==> src/rtl/uart_tx_pkg.sv <==
`default_nettype none
// ============================================================================
// Module : uart_tx_pkg
// Brief  : Shared UART definitions: FSM encoding and bit-timing helpers.
// Rev    : 1.0
// ============================================================================
package uart_tx_pkg;

    typedef enum logic [1:0] {
        ST_IDLE  = 2'd0,
        ST_START = 2'd1,
        ST_DATA  = 2'd2,
        ST_STOP  = 2'd3
    } uart_state_t;

    localparam logic [2:0] LAST_BIT_IDX = 3'd7;

    function automatic int clks_per_bit(input int clk_freq, input int baud_rate);
        return clk_freq / baud_rate;
    endfunction

    // A one-cycle bit period still needs a 1-bit counter
    function automatic int clk_cnt_width(input int clks);
        return (clks > 1) ? $clog2(clks) : 1;
    endfunction

endpackage
`default_nettype wire

==> src/rtl/uart_tx_if.sv <==
`default_nettype none
// ============================================================================
// Module : uart_tx_if
// Brief  : Byte-stream valid/ready handshake into the UART transmitter.
// Rev    : 1.0
// ============================================================================
interface uart_tx_if;

    logic [7:0] in_data;
    logic       in_valid;
    logic       in_ready;

    modport master (output in_data, output in_valid, input in_ready);
    modport slave  (input in_data, input in_valid, output in_ready);

endinterface
`default_nettype wire

==> src/rtl/sync_fifo.sv <==
`default_nettype none
// ============================================================================
// Module : sync_fifo
// Brief  : Single-clock FIFO with first-word-fall-through read data.
// Rev    : 1.0
// ============================================================================
module sync_fifo #(
    parameter int WIDTH = 8,
    parameter int DEPTH = 16
) (
    input  logic                     clk,
    input  logic                     rst,
    input  logic                     push,
    input  logic                     pop,
    input  logic [WIDTH-1:0]         wdata,
    output logic [WIDTH-1:0]         rdata,
    output logic                     full,
    output logic                     empty,
    output logic [$clog2(DEPTH):0]   count
);

    localparam int             AW         = $clog2(DEPTH);
    localparam logic [AW:0]    FULL_COUNT = (AW + 1)'(DEPTH);

    logic [WIDTH-1:0] r_mem [DEPTH];
    logic [AW-1:0]    r_wptr;
    logic [AW-1:0]    r_rptr;
    logic [AW:0]      r_count;
    logic             w_do_push;
    logic             w_do_pop;

    assign w_do_push = push && !full;
    assign w_do_pop  = pop && !empty;

    always_ff @(posedge clk) begin
        if (w_do_push) begin
            r_mem[r_wptr] <= wdata;
        end
    end

    // Power-of-two depth lets the pointers wrap by plain overflow
    always_ff @(posedge clk) begin
        if (rst) begin
            r_wptr  <= '0;
            r_rptr  <= '0;
            r_count <= '0;
        end else begin
            if (w_do_push) begin
                r_wptr <= r_wptr + AW'(1);
            end
            if (w_do_pop) begin
                r_rptr <= r_rptr + AW'(1);
            end
            case ({w_do_push, w_do_pop})
                2'b10:   r_count <= r_count + (AW + 1)'(1);
                2'b01:   r_count <= r_count - (AW + 1)'(1);
                default: r_count <= r_count;
            endcase
        end
    end

    assign rdata = r_mem[r_rptr];
    assign full  = (r_count == FULL_COUNT);
    assign empty = (r_count == '0);
    assign count = r_count;

endmodule
`default_nettype wire

==> src/rtl/uart_tx.sv <==
`default_nettype none
// ============================================================================
// Module : uart_tx
// Brief  : Buffered 8N1 UART transmitter with valid/ready byte input.
// Rev    : 1.0
// ============================================================================
module uart_tx
    import uart_tx_pkg::*;
#(
    parameter int CLK_FREQ   = 100_000_000,
    parameter int BAUD_RATE  = 115200,
    parameter int FIFO_DEPTH = 16
) (
    input  logic                          clk,
    input  logic                          rst,
    uart_tx_if.slave                      in_bus,
    output logic                          tx,
    output logic                          busy,
    output logic [$clog2(FIFO_DEPTH):0]   fifo_count
);

    localparam int                CLKS_PER_BIT = clks_per_bit(CLK_FREQ, BAUD_RATE);
    localparam int                CNT_W        = clk_cnt_width(CLKS_PER_BIT);
    localparam int                CNT_BITS     = $clog2(FIFO_DEPTH) + 1;
    localparam logic [CNT_W-1:0]  BIT_LAST     = CNT_W'(CLKS_PER_BIT - 1);
    localparam logic [CNT_BITS-1:0] FULL_COUNT = CNT_BITS'(FIFO_DEPTH);

    uart_state_t        r_state;
    uart_state_t        w_state_next;
    logic [CNT_W-1:0]   r_clk_cnt;
    logic [CNT_W-1:0]   w_clk_cnt_next;
    logic [2:0]         r_bit_idx;
    logic [2:0]         w_bit_idx_next;
    logic [7:0]         r_shift;
    logic [7:0]         w_shift_next;
    logic               r_tx;
    logic               w_tx_next;
    logic               r_busy;
    logic               r_ready;
    logic               w_push;
    logic               w_pop;
    logic               w_bit_end;
    logic [7:0]         w_head;
    logic               w_full;
    logic               w_empty;
    logic [CNT_BITS-1:0] w_count;
    logic [CNT_BITS-1:0] w_count_next;

    sync_fifo #(
        .WIDTH (8),
        .DEPTH (FIFO_DEPTH)
    ) u_fifo (
        .clk   (clk),
        .rst   (rst),
        .push  (w_push),
        .pop   (w_pop),
        .wdata (in_bus.in_data),
        .rdata (w_head),
        .full  (w_full),
        .empty (w_empty),
        .count (w_count)
    );

    assign w_push       = in_bus.in_valid && r_ready && !w_full;
    assign w_bit_end    = (r_clk_cnt == BIT_LAST);
    assign w_count_next = w_count + CNT_BITS'(w_push) - CNT_BITS'(w_pop);

    // tx is registered from the current state, so the line lags the FSM by one cycle
    always_comb begin
        w_state_next   = r_state;
        w_clk_cnt_next = r_clk_cnt;
        w_bit_idx_next = r_bit_idx;
        w_shift_next   = r_shift;
        w_pop          = 1'b0;
        w_tx_next      = 1'b1;
        unique case (r_state)
            ST_IDLE: begin
                if (!w_empty) begin
                    w_pop          = 1'b1;
                    w_shift_next   = w_head;
                    w_clk_cnt_next = '0;
                    w_bit_idx_next = '0;
                    w_state_next   = ST_START;
                end
            end
            ST_START: begin
                w_tx_next = 1'b0;
                if (w_bit_end) begin
                    w_clk_cnt_next = '0;
                    w_bit_idx_next = '0;
                    w_state_next   = ST_DATA;
                end else begin
                    w_clk_cnt_next = r_clk_cnt + CNT_W'(1);
                end
            end
            ST_DATA: begin
                w_tx_next = r_shift[r_bit_idx];
                if (w_bit_end) begin
                    w_clk_cnt_next = '0;
                    if (r_bit_idx == LAST_BIT_IDX) begin
                        w_state_next = ST_STOP;
                    end else begin
                        w_bit_idx_next = r_bit_idx + 3'd1;
                    end
                end else begin
                    w_clk_cnt_next = r_clk_cnt + CNT_W'(1);
                end
            end
            ST_STOP: begin
                w_tx_next = 1'b1;
                if (w_bit_end) begin
                    w_clk_cnt_next = '0;
                    w_bit_idx_next = '0;
                    if (!w_empty) begin
                        w_pop        = 1'b1;
                        w_shift_next = w_head;
                        w_state_next = ST_START;
                    end else begin
                        w_state_next = ST_IDLE;
                    end
                end else begin
                    w_clk_cnt_next = r_clk_cnt + CNT_W'(1);
                end
            end
            default: begin
                w_state_next = ST_IDLE;
            end
        endcase
    end

    always_ff @(posedge clk) begin
        if (rst) begin
            r_state <= ST_IDLE;
        end else begin
            r_state <= w_state_next;
        end
    end

    always_ff @(posedge clk) begin
        if (rst) begin
            r_clk_cnt <= '0;
            r_bit_idx <= '0;
            r_shift   <= '0;
            r_tx      <= 1'b1;
            r_busy    <= 1'b0;
            r_ready   <= 1'b0;
        end else begin
            r_clk_cnt <= w_clk_cnt_next;
            r_bit_idx <= w_bit_idx_next;
            r_shift   <= w_shift_next;
            r_tx      <= w_tx_next;
            r_busy    <= (r_state != ST_IDLE) || !w_empty;
            r_ready   <= (w_count_next < FULL_COUNT);
        end
    end

    assign in_bus.in_ready = r_ready;
    assign tx              = r_tx;
    assign busy            = r_busy;
    assign fifo_count      = w_count;

endmodule
`default_nettype wire

==> src/flat_wrapper.sv <==
// flat-port wrapper written by rule: the top's interface ports become plain ports
module uart_tx_flat import uart_tx_pkg::*;
#(
    parameter int CLK_FREQ   = 100_000_000,
    parameter int BAUD_RATE  = 115200,
    parameter int FIFO_DEPTH = 16
)
  (clk, rst, tx, busy, fifo_count, in_bus_in_data, in_bus_in_valid, in_bus_in_ready);
  uart_tx_if in_bus_i ();
  input  logic clk;
  input  logic rst;
  output logic tx;
  output logic busy;
  output logic [$clog2(FIFO_DEPTH):0] fifo_count;
  input wire logic [$bits(in_bus_i.in_data)-1:0] in_bus_in_data;
  input wire logic [$bits(in_bus_i.in_valid)-1:0] in_bus_in_valid;
  output wire logic [$bits(in_bus_i.in_ready)-1:0] in_bus_in_ready;
  assign in_bus_i.in_data = in_bus_in_data;
  assign in_bus_i.in_valid = in_bus_in_valid;
  assign in_bus_in_ready = in_bus_i.in_ready;
  uart_tx #(.CLK_FREQ(CLK_FREQ), .BAUD_RATE(BAUD_RATE), .FIFO_DEPTH(FIFO_DEPTH)) u_core (.clk(clk), .rst(rst), .in_bus(in_bus_i), .tx(tx), .busy(busy), .fifo_count(fifo_count));
endmodule
==> config.mk <==
export PLATFORM = sky130hd
export DESIGN_NAME = uart_tx_flat
export DESIGN_NICKNAME = d
export VERILOG_FILES = /design/src/rtl/uart_tx_pkg.sv /design/src/rtl/uart_tx_if.sv /design/src/rtl/sync_fifo.sv /design/src/rtl/uart_tx.sv /design/src/flat_wrapper.sv
export SDC_FILE = /design/constraint.sdc
export NUM_CORES = 1
export LEC_CHECK = 0
export ABC_AREA = 1
export BUFFER_PORTS_ARGS = -buffer_cell sky130_fd_sc_hd__buf_2
export CAP_MARGIN = 30
export CORE_ASPECT_RATIO = 0.75
export CORE_UTILIZATION = 45
export CTS_CLUSTER_DIAMETER = 200
export DETAILED_ROUTE_END_ITERATION = 10
export HOLD_SLACK_MARGIN = 0.1
export PLACE_DENSITY_LB_ADDON = 0.2
export SYNTH_ARGS = -nofsm -noshare
export SYNTH_HDL_FRONTEND = slang
export SYNTH_HIERARCHICAL = 1
export SYNTH_SLANG_ARGS = --single-unit
==> constraint.sdc <==
create_clock -name clk -period 3.8 [get_ports clk]
set_input_delay 0.38 -clock clk [delete_from_list [all_inputs] [get_ports clk]]
set_output_delay 0.38 -clock clk [all_outputs]
set_load 0.02 [all_outputs]
==> summary.txt <==
Placed design
  – Post-DP HPWL: slightly above 10000 um
  – Cell count after placement: approximately 890
  – Port bufs: 18
  – Placed cell area: 7916 um^2
  – Final GP Congestion: between 0.7 and 0.8
  – Post-place setup slack: between 1000 and 1500 ps

Drt
  – DRT antenna net count: 0
  – First DRT Iteration DRCs: around 340
  – Routed WL per cell: between 15 and 20 um
  – Via density: about 5.4
  – Vias: 4924
  – First-pass iteration count of the detailed router: 7
  – Routed WL: between 15000 and 20000 um
  – DRC: 0

Worst setup path
  – Worst Path Max Fanout: 7
  – R2R Path End: u_core/u_fifo/count[4]$_SDFFE_PP0P_
  – Crit Path Class: register to register
  – Reg2reg start: u_core/r_state[0]$_SDFFE_PP0P_
  – Worst Setup Start Kind: register
  – Depth of the most critical reg-to-reg path: 16
  – Worst EP required: approximately 4100 ps
  – WP data arrival: roughly 3200 ps
  – CP endpoint kind: register
  – R2R Setup Slk: ~970 ps

Floorplanning
  – Die area: 17510 um^2
  – I/O Pins: 19
  – Core box area: roughly 16000 um^2
  – # rows: 40
  – Die Span Y: 114.8 um
  – Die width: between 150 and 200 um
  – Starting Density: between 40 and 50%

Pwr
  – Sequential power share: 39.8%
  – Worst vdd ir: 0.0003678 V
  – Sw frac: a little over a third
  – Leak: 3.095 nW
  – Psw: ~2 mW
  – Pwr Density: ~680 nW/um^2
  – Clock power share: between 20 and 30%
  – Total power: 5.802 mW
  – Int Power: roughly 3.7 mW
  – Logic gate share of total power: a little under a third

Status
  – Status: complete, no violations

STA
  – Pin slew with the least headroom to its limit: 890.1 ps
  – RSZ-0062 raised after global routing: no
  – Fmax achieved: about 0.35 GHz
  – Skew final: 12.12 ps
  – Hold_ws: 368.0 ps
  – # setup viols final: 0
  – Max-slew headroom: 40.44%
  – Post-route setup slack: ~970 ps
  – Endpoints failing hold: 0
  – Final Cycle Share: about three quarters
  – Setup TNS Final: 0 ps
  – Final critical-path required period: approximately 2800 ps
  – Slew Limit Fails: 0

Min path
  – Worst hold start: in_bus_in_data[1]
  – Min-delay worst type: primary input to register
  – Hold path cells: 1
  – WHS Endpoint: u_core/u_fifo/r_mem[1][1]$_DFFE_PP_

Logic synthesis
  – Synthesized area per cell: 11.20 um^2
  – Area contributors post-synth: edfxtp_1 50%, dfxtp_1 11%, inv_1 4.4%
  – Syn. warnings: 6
  – Yosys top cell by area: edfxtp_1
  – Post-synthesis sequential area ratio: 61.58%
  – Most used DFF post-synth: edfxtp_1
  – Synthesized cell area: 7640 um^2
  – Cell count after synthesis: 682
  – Post-synthesis sequential element count: ~170
  – Top cell type's share of synthesized area: slightly above 50%
  – Synth Net Count: roughly 710
  – Unique masters post-synth: between 40 and 50
  – Post-synth EDFFs: approximately 130
  – Post-synth ARST share: 0%

GRT
  – Grt ovf: 0
  – Initial antenna violation count: 0
  – Vias in the first global route: about 4800
  – First-pass GRT wire length: between 20000 and 30000 um
  – Largest net degree at the start of global routing: between 70 and 80
  – GRT Util Overall: 19.47%

Clocking
  – CTS clk-pin slew, worst paths: 70 ps
  – CTS tree: built
  – Worst-skew pair later-pin latency: 430 ps
  – H-tree Lvls: 4
  – # Post-CTS Setup Buffers: 0
  – Cts repair resizes: 0
  – Clk sinks: 171
  – CTS Buffer Depth: 2
  – Hold buffer count at cts: 0
  – CTS root buffer: clkbuf_16
  – TritonCTS Buffers: 17

Finish
  – # nets final: 728
  – Most frequent cells in the layout: 128 x edfxtp_1, 89 x inv_1, 64 x nand2_1, 52 x a21oi_1, 48 x nor2_1
  – Layout area overhead: 11.33%
  – Filler cells: 1424
  – Layout Cells excl Fill: 920
  – Layout cells sized above 1: roughly an eighth
  – Finished Cell Area: 8506 um^2
  – ANT cells: 0
  – Most common cell after layout, fill and taps aside: edfxtp_1
  – Fin util: 52.13%

Job
  – Max-cap viol count: 0
-- how the worst max path moves through the flow --
stage | from | endpoint | slack (ps) | cells past startpoint
3_3_place_gp | u_core/r_state[0]$_SDFFE_PP0P_ | u_core/u_fifo/count[4]$_SDFFE_PP0P_ | 1130 | 16
3_5_place_dp | u_core/r_state[0]$_SDFFE_PP0P_ | u_core/u_fifo/count[4]$_SDFFE_PP0P_ | 1000 | 16
4_1_cts | u_core/r_state[0]$_SDFFE_PP0P_ | u_core/u_fifo/count[4]$_SDFFE_PP0P_ | 990 | 16
2_1_floorplan | u_core/u_fifo/count[2]$_SDFFE_PP0P_ | u_core/u_fifo/count[4]$_SDFFE_PP0P_ | 1240 | 17
6_report | u_core/r_state[0]$_SDFFE_PP0P_ | u_core/u_fifo/count[4]$_SDFFE_PP0P_ | 970 | 16
5_1_grt | u_core/r_state[0]$_SDFFE_PP0P_ | u_core/u_fifo/count[4]$_SDFFE_PP0P_ | 710 | 16
-- cells by family after synthesis --
group | after synthesis | share of synthesized area, %
AO/OA/AOI/OAI | 150 | 11.79
XOR/XNOR | 6 | 0.7863
adder cells (fa/ha/maj) | 20 | 3.275
buffers and inverters | 119 | 6.387
flip-flops | 171 | 61.58
multiplexers | 32 | 4.193
AND/OR/NAND/NOR | 184 | 11.99
-- power groups by stage --
stage	sequential [mW]	combinational, mW	clock (mW)
final	2.31	1.76	1.73
after global routing	2.33	1.99	1.84
after floorplan	2.30	1.37	0
after global placement	2.34	1.69	0
after detailed placement	2.35	1.75	0
after CTS	2.31	1.76	1.76
-- sequential cells by signal (all words and copies together) (netlist names), named ones only --
name / count
u_core/r_clk_cnt: 10
u_core/tx: 1
u_core/r_state: 2
u_core/busy: 1
u_core/u_fifo/r_rptr: 4
u_core/r_bit_idx: 3
u_core/u_fifo/count: 5
u_core/u_fifo/r_mem: 128
u_core/u_fifo/r_wptr: 4
u_core/in_bus.in_ready: 1
u_core/r_shift: 8
-- Yosys cell counts, types with 2 or more instances --
cell type / number
o21ai_2: 2
nand2_1: 64
nand4_1: 5
nor4_1: 2
buf_2: 5
nand2_4: 5
clkbuf_1: 15
nor3_1: 7
inv_1: 89
o21ai_0: 47
o21ai_1: 2
buf_6: 3
nor2_4: 2
edfxtp_1: 128
a211oi_1: 3
buf_1: 2
xnor2_1: 2
xor2_1: 3
mux2i_1: 32
nor2_2: 3
nor2_1: 48
nand3_1: 22
dfxtp_1: 43
a21oi_1: 52
nor3b_1: 11
ha_1: 20
nand2_2: 7
inv_2: 2
and3_1: 2
buf_4: 2
a21oi_2: 4
o211ai_1: 36
nand3_2: 3
-- worst max-delay path, cell delays in order, from the launching register on --
cell and delay, ps:
dfxtp_1 420, inv_1 120, ha_1 330, nor2_1 270, o21a_1 250, nand2_4 110, inv_6 100, ha_1 300
xor2_1 220, ha_1 190, inv_1 50, nand2_2 80, nand2_2 60, nand3_1 70, nand3_1 80, nand2_1 60
inv_1 30
-- final cells by class --
class                           instances  area, um^2  share of cell area (%)
Sequential cell                       171        4708                   55.35
Multi-Input combinational cell        392        2447                   28.77
Clock buffer                           18       429.2                   5.046
Inverter                               92       350.3                   4.119
Tap cell                              210       262.8                   3.089
Clock inverter                         14       160.2                   1.883
Timing Repair Buffer                   23       147.6                   1.736
-- layer usage --
layer | routed length [um] | global-route usage [%]
met5 | 0 | 0
met1 | 7673 | 26.49
met2 | 7350 | 31.09
met4 | 163 | 6.532
met3 | 775 | 4.523
No activity file was read; power rests on OpenSTA's default activity.
